==> config.mk <==
export PLATFORM = sky130hd
export DESIGN_NAME = pipe_stage_ctrl
export DESIGN_NICKNAME = d
export VERILOG_FILES = /design/src/rtl/pipe_stage_ctrl.sv
export SDC_FILE = /design/constraint.sdc
export NUM_CORES = 1
export LEC_CHECK = 0
export CORE_AREA = 2 2 43 45
export DETAILED_ROUTE_END_ITERATION = 6
export DIE_AREA = 0 0 45 47
export PLACE_DENSITY = 0.81
export SLEW_MARGIN = 10
export SYNTH_ARGS = -nofsm -noshare
export SYNTH_HDL_FRONTEND = slang
export SYNTH_SLANG_ARGS = --single-unit
==> constraint.sdc <==
create_clock -name clk -period 1.6 [get_ports clk]
set_input_delay 0.32 -clock clk [delete_from_list [all_inputs] [get_ports clk]]
set_output_delay 0.32 -clock clk [all_outputs]
set_load 0.05 [all_outputs]
==> src/rtl/pipe_stage_ctrl.sv <==
// Stall/flush/bubble controller for a chain of pipeline registers with a multi-cycle-op stall counter.
// Optional performance counters are enabled by defining PIPE_CTRL_PERF_EN.
module pipe_stage_ctrl #(
  parameter int NSTAGE      = 4,
  parameter int FLUSH_DEPTH = 2,
  parameter int MC_STAGE    = 2,
  parameter int CNT_W       = 4
) (
  input  logic              clk,
  input  logic              areset,
  input  logic              fetch_valid,
  input  logic [NSTAGE-1:0] stall_req,
  input  logic              flush_req,
  input  logic              mc_start,
  input  logic [CNT_W-1:0]  mc_len,
  output logic [NSTAGE-1:0] stage_we,
  output logic [NSTAGE-1:0] stage_bubble,
  output logic [NSTAGE-1:0] stage_valid,
  output logic              mc_busy
`ifdef PIPE_CTRL_PERF_EN
  ,
  output logic [31:0]       stall_cycles,
  output logic [15:0]       flush_count
`endif
);

  typedef enum logic [0:0] {
    ST_RUN     = 1'b0,
    ST_MC_BUSY = 1'b1
  } state_t;

  localparam logic [CNT_W-1:0] CNT_ZERO = {CNT_W{1'b0}};
  localparam logic [CNT_W-1:0] CNT_ONE  = {{(CNT_W-1){1'b0}}, 1'b1};

  state_t              state_r;
  state_t              state_nxt_s;
  logic [CNT_W-1:0]    cnt_r;
  logic [CNT_W-1:0]    cnt_nxt_s;
  logic [NSTAGE-1:0]   eff_stall_s;
  logic [NSTAGE-1:0]   hold_s;
  logic [NSTAGE-1:0]   we_s;
  logic [NSTAGE-1:0]   bubble_s;
  logic [NSTAGE-1:0]   valid_r;

  // State and counter register
  always_ff @(posedge clk or posedge areset) begin
    if (areset) begin
      state_r <= ST_RUN;
      cnt_r   <= CNT_ZERO;
    end else begin
      state_r <= state_nxt_s;
      cnt_r   <= cnt_nxt_s;
    end
  end

  // Next-state and counter logic; mc_start is only honoured from RUN
  always_comb begin
    state_nxt_s = state_r;
    cnt_nxt_s   = cnt_r;
    case (state_r)
      ST_RUN: begin
        if (mc_start && (mc_len != CNT_ZERO)) begin
          state_nxt_s = ST_MC_BUSY;
          cnt_nxt_s   = mc_len;
        end else begin
          state_nxt_s = ST_RUN;
          cnt_nxt_s   = CNT_ZERO;
        end
      end
      ST_MC_BUSY: begin
        if (cnt_r <= CNT_ONE) begin
          state_nxt_s = ST_RUN;
          cnt_nxt_s   = CNT_ZERO;
        end else begin
          state_nxt_s = ST_MC_BUSY;
          cnt_nxt_s   = cnt_r - CNT_ONE;
        end
      end
      default: begin
        state_nxt_s = ST_RUN;
        cnt_nxt_s   = CNT_ZERO;
      end
    endcase
  end

  // FSM output decode
  always_comb begin
    case (state_r)
      ST_MC_BUSY: mc_busy = 1'b1;
      ST_RUN:     mc_busy = 1'b0;
      default:    mc_busy = 1'b0;
    endcase
  end

  // Effective stall and downstream-to-upstream hold propagation
  always_comb begin
    logic acc;
    eff_stall_s = stall_req;
    if (cnt_r != CNT_ZERO) begin
      eff_stall_s[MC_STAGE] = 1'b1;
    end else begin
      eff_stall_s[MC_STAGE] = stall_req[MC_STAGE];
    end
    acc = 1'b0;
    for (int i = NSTAGE - 1; i >= 0; i--) begin
      acc       = acc | eff_stall_s[i];
      hold_s[i] = acc;
    end
  end

  // Write-enable and bubble select; flush overrides hold on the youngest registers
  always_comb begin
    bubble_s[0] = 1'b0;
    for (int i = 1; i < NSTAGE; i++) begin
      bubble_s[i] = hold_s[i-1] & ~hold_s[i];
    end
    we_s = ~hold_s | bubble_s;
    for (int i = 0; i < FLUSH_DEPTH; i++) begin
      if (flush_req) begin
        we_s[i]     = 1'b1;
        bubble_s[i] = 1'b1;
      end else begin
        we_s[i]     = we_s[i];
        bubble_s[i] = bubble_s[i];
      end
    end
  end

  // Outputs are forced low while reset is asserted
  always_comb begin
    if (areset) begin
      stage_we     = {NSTAGE{1'b0}};
      stage_bubble = {NSTAGE{1'b0}};
    end else begin
      stage_we     = we_s;
      stage_bubble = bubble_s;
    end
  end

  // Valid bit per pipeline register follows the data it tags
  always_ff @(posedge clk or posedge areset) begin
    if (areset) begin
      valid_r <= {NSTAGE{1'b0}};
    end else begin
      if (we_s[0]) begin
        valid_r[0] <= bubble_s[0] ? 1'b0 : fetch_valid;
      end
      for (int i = 1; i < NSTAGE; i++) begin
        if (we_s[i]) begin
          valid_r[i] <= bubble_s[i] ? 1'b0 : valid_r[i-1];
        end
      end
    end
  end

  assign stage_valid = valid_r;

`ifdef PIPE_CTRL_PERF_EN
  logic [31:0] stall_cycles_r;
  logic [15:0] flush_count_r;

  // Saturating stall and flush event counters
  always_ff @(posedge clk or posedge areset) begin
    if (areset) begin
      stall_cycles_r <= 32'd0;
      flush_count_r  <= 16'd0;
    end else begin
      if ((|hold_s) && (stall_cycles_r != 32'hFFFF_FFFF)) begin
        stall_cycles_r <= stall_cycles_r + 32'd1;
      end
      if (flush_req && (flush_count_r != 16'hFFFF)) begin
        flush_count_r <= flush_count_r + 16'd1;
      end
    end
  end

  assign stall_cycles = stall_cycles_r;
  assign flush_count  = flush_count_r;
`endif

endmodule

Yosys cells after proc, flatten, opt, wreduce, memory -nomap -nowiden
Index checks and enable logic that the tools add are counted.

storage, ports and cells
  bits in registers = 9
  bits of input ports = 13
  word-level logic and storage cells = 41

operators by class
  $add $sub $neg = 1
  order comparisons = 1
  mux-type cells = 18
  bitwise logic cells = 12
  reduce and logical (&&, ||, !) cells = 3

operators by type and width
  cell                 count
  $mux 4               4
  $mux 1               11
  $pmux 4 s2           1
  $reduce_bool 4->1    2
  $le 4x1->1 const B   1
  $not 1->1            4
  $not 4->4            1
  $or 4x4->4           1
  $pmux 1 s2           2
  $sub 4x1->4 const B  1
  $and 1x1->1          3
  $or 1x1->1           3
  $logic_and 1x1->1    1

Depth between registers and ports, before layout
  depth in word-level cells = 9
  mapped depth = 5
  gate-level depth less buffers = 5

Worst setup path before layout
OpenSTA, ideal clock, no wires.

  path kind = reg-to-output
  start point = register cnt_r[0]
  end point = output stage_we[2]
  data arrival time = 2192 ps
  required time = 1280 ps
  setup slack = -912 ps
  stages on the path, launching flop included = 5
  buffers on the path = 0
  cell sequence = dfrtp_1 > inv_1 > ha_1 > or4b_4 > nor3_1

between the ends
  cells in the longest elaborated chain, start to end = 7

ends and longest elaborated chain
  item                                            line      RTL
  start: declaration                              37        logic [CNT_W-1:0] cnt_r;
  start signal: assignment                        52        cnt_r <= cnt_nxt_s;
  $reduce_bool 4->1 (*)                           99        if (cnt_r != CNT_ZERO) begin
  $mux 1 (*)                                      99
  $or 1x1->1 (*)                                  106       acc = acc | eff_stall_s[i];
  $or 1x1->1 / $not 1->1 (equally long branches)  106, 115
  $and 1x1->1                                     115       bubble_s[i] = hold_s[i-1] & ~hold_s[i];
  $or 4x4->4 (*)                                  117       we_s = ~hold_s | bubble_s;
  $mux 4 (*)                                      131       if (areset) begin
  end: declaration                                16        output logic [NSTAGE-1:0] stage_we,

Mark *: on every way between the ends. The rest lies on a longest branch, timed or not.

Worst setup path after layout
  start point = register cnt_r[1]
  end point = output stage_we[2]

The elaborated chain is that of the path after synthesis.

==> metrics.cfg <==
[outcome]
status=finished with violations
violations=setup timing

[timing]
finalMaxSlewViolations=0
fin_crit_sh=1.27
skew_ns=0.00458
tightest_slew_ns=0.367
fin_crit_ns=2.04
max_freq_mhz=491
finalSetupViolCount=8
timing.final.ws_setup_ns=-0.437
rsz0062_at_grt=true
slew_headroom=0.754
tns_ns=-2.15
hold_viol=0

[cts]
clkLatencyLatePin_ns=0.27
clk_pin_slew_worst_paths_ns=0.07
clockRootBuffer=clkbuf_4
clock_sinks=9
clock_path_buffers=2
numCtsBuffers=3
cts_tree=done
cts_max_level=1

[global_route]
antenna_found_initial=0
use_met3=0.0231
grt_max_degree=10
grt.overflow.total=0
globalRouteTotalUtil=0.207
grt_pass1_vias=643
use_met2=0.377
grt_pass1_wl_um=3070
grt.met1_usage=0.246
grt-busiest-layer=met2

[pwr]
p_sw_w=0.000634
p_clk_frac=0.118
peakVddDrop_mv=0.883
leakagePower_nw=0.556
p_int_w=0.000935
seqPwrFrac=0.224
comb_power_share=0.658
p_per_area_nw_per_um2=1220
swShare=0.404
power_w=0.00157

[critical_path]
crit_type=flop to output pin
slowest_delay_ns=0.48
start_kind=flop
crit_start=cnt_r[1]
critPathArrivalTime_ns=1.72
setup.worst_path.end_class=output pin
crit_required_ns=1.28
worstPathMaxFanout=3
path_cells=inv_2 -> ha_4 -> or4b_4 -> nor3_4 -> buf_12
timing.rr.start=cnt_r[1]
crit_slowest_cell=or4b_4

[logic_synthesis]
yosys.area.top_type=dfrtp_1
synth.top_cell.area_share=0.425
seq_area_frac_synth=0.425
synthCells=57
ys_types=21
synth_area_leaders=dfrtp_1, o21ai_0, nand2_1, ha_1, nor4b_4
ys_seq_elements=9
yosysWarnings=0
synth_fp_nets=72
synth_area_um2=531
syn_area_per_cell_um2=9.31

[final_layout]
area_growth_pct=142
layout.nets=129
diodes=0
design_area_um2=1280
drive_gt1_frac=0.602
final_util=0.776
final_cells=130
fillers=98

[detailed_routing]
finalWirelength_um=2100
vias=686
viasPerCell=5.28
drt_iter0_drc=20
drc=0
first_pass_iters=4
ant_nets=0
wl_per_cell_um=16.1

[placed_design]
place_hpwl_um=1350
io_buffers=25
dp.cells=118
gp_congestion=0.833
dpl_cell_area_um2=1100

[die]
start_util=0.321
fp.dieW_um=45
rows=15
die_h_um=47
coreArea_um2=1650
die_area_um2=2120
ios=26

[run]
drv_cap=0

[worst_hold_path]
hold_class=input pin to asynchronous set/reset pin

==> logic make-up (layout without fill, tap and decap cells) <==
family	after synthesis	count (layout)	share of synthesized area
buf+inv	5	61	0.0354
simple gates	23	23	0.255
flops	9	9	0.425
fa+ha+maj	2	2	0.0472
compound gates	16	16	0.205
xor+xnor	2	2	0.0330
==> flip-flops by register name (all words and copies together), names as in the netlist <==
signal,count
cnt_r,4
stage_valid,4
state_r,1
==> what timing repair did <==
action                                  in CTS  in global routing
setup buffers                                6                  2
pin swaps                                    3                  5
gates resized for setup                     12                 16
hold buffers                                 0                  0
endpoints found under the setup margin      10                 10
cloned                                       0                  0
==> area by class of cell <==
type | count | area (µm²) | area share
clock buffer | 4 | 26.3 | 0.0205
inverter | 4 | 15.0 | 0.0117
multi-input combinational | 43 | 432 | 0.337
tap | 17 | 21.3 | 0.0166
timing repair buffer | 53 | 562 | 0.438
sequential | 9 | 225 | 0.176
==> power groups by stage <==
stage | Clock [W] | Combinational (W) | Sequential [W]
3_5_place_dp | 0 | 0.000791 | 0.000348
3_3_place_gp | 0 | 0.000754 | 0.000347
5_1_grt | 0.000197 | 0.00110 | 0.000358
4_1_cts | 0.000182 | 0.000912 | 0.000346
2_1_floorplan | 0 | 0.000328 | 0.000393
6_report | 0.000185 | 0.00103 | 0.000352
==> routing by layer <==
metal | up-vias | wire length [µm]
li1 | 322 | -
met1 | 324 | 813
met2 | 37 | 1110
met3 | 3 | 145
met4 | 0 | 25
met5 | - | 0
==> cell usage after synthesis <==
cell / instances
dfrtp_1: 9
ha_1: 2
nand2_1: 7
nor3_1: 4
and3_1: 1
o41ai_1: 2
o41ai_2: 1
nand4b_1: 1
or4b_4: 1
nor2b_1: 2
xnor2_1: 2
clkbuf_1: 1
a21o_1: 1
inv_1: 4
o31ai_1: 1
nor4b_4: 1
nand3_1: 1
nor2_1: 5
o21ai_0: 6
a41o_1: 1
a21oi_1: 4
==> path summary, 6_finish.rpt <==
kind	end	cells after the start	slack, ns
max in group asynchronous	stage_valid[3]	3	1.12
hold / removal	stage_valid[0]	3	0.34
hold reg to reg	stage_valid[2]	2	0.54
setup reg to reg	stage_valid[0]	6	-0.10
min in group clk	stage_valid[2]	2	0.54
setup / recovery	stage_we[2]	5	-0.44
==> metrics by stage <==
stage	setup WS (ns)	hold slack (ns)
2_1_floorplan	-0.281	0.163
3_3_place_gp	-0.343	0.477
3_5_place_dp	-0.404	0.497
4_1_cts	-0.414	0.348
5_1_grt	-0.508	0.374
6_report	-0.437	0.339
==> critical path, delay by kind of cell, from the launching register on <==
| kind | cells | cell delay, ns |
|---|---|---|
| fa+ha+maj | 1 | 0.13 |
| buf+inv | 2 | 0.25 |
| flops | 1 | 0.40 |
| simple gates | 2 | 0.66 |
==> cells in the final DEF, fill, tap and decap left out, drive strengths merged <==
| cell type | synthesis | layout |
|---|---|---|
| nor4b | 1 | 1 |
| buf | 0 | 41 |
| nand3 | 1 | 1 |
| a41o | 1 | 1 |
| or4b | 1 | 1 |
| a21oi | 4 | 4 |
| dlygate4sd2 | 0 | 2 |
| and3 | 1 | 1 |
| nor2 | 5 | 5 |
| o21ai | 6 | 6 |
| dfrtp | 9 | 9 |
| o41ai | 3 | 3 |
| nand2 | 7 | 7 |
| ha | 2 | 2 |
| nor3 | 4 | 4 |
| nand4b | 1 | 1 |
| clkdlybuf4s50 | 0 | 10 |
| inv | 4 | 4 |
| nor2b | 2 | 2 |
| a21o | 1 | 1 |
| xnor2 | 2 | 2 |
| clkbuf | 1 | 4 |
| o31ai | 1 | 1 |
Power figures use the tool's default switching activity.
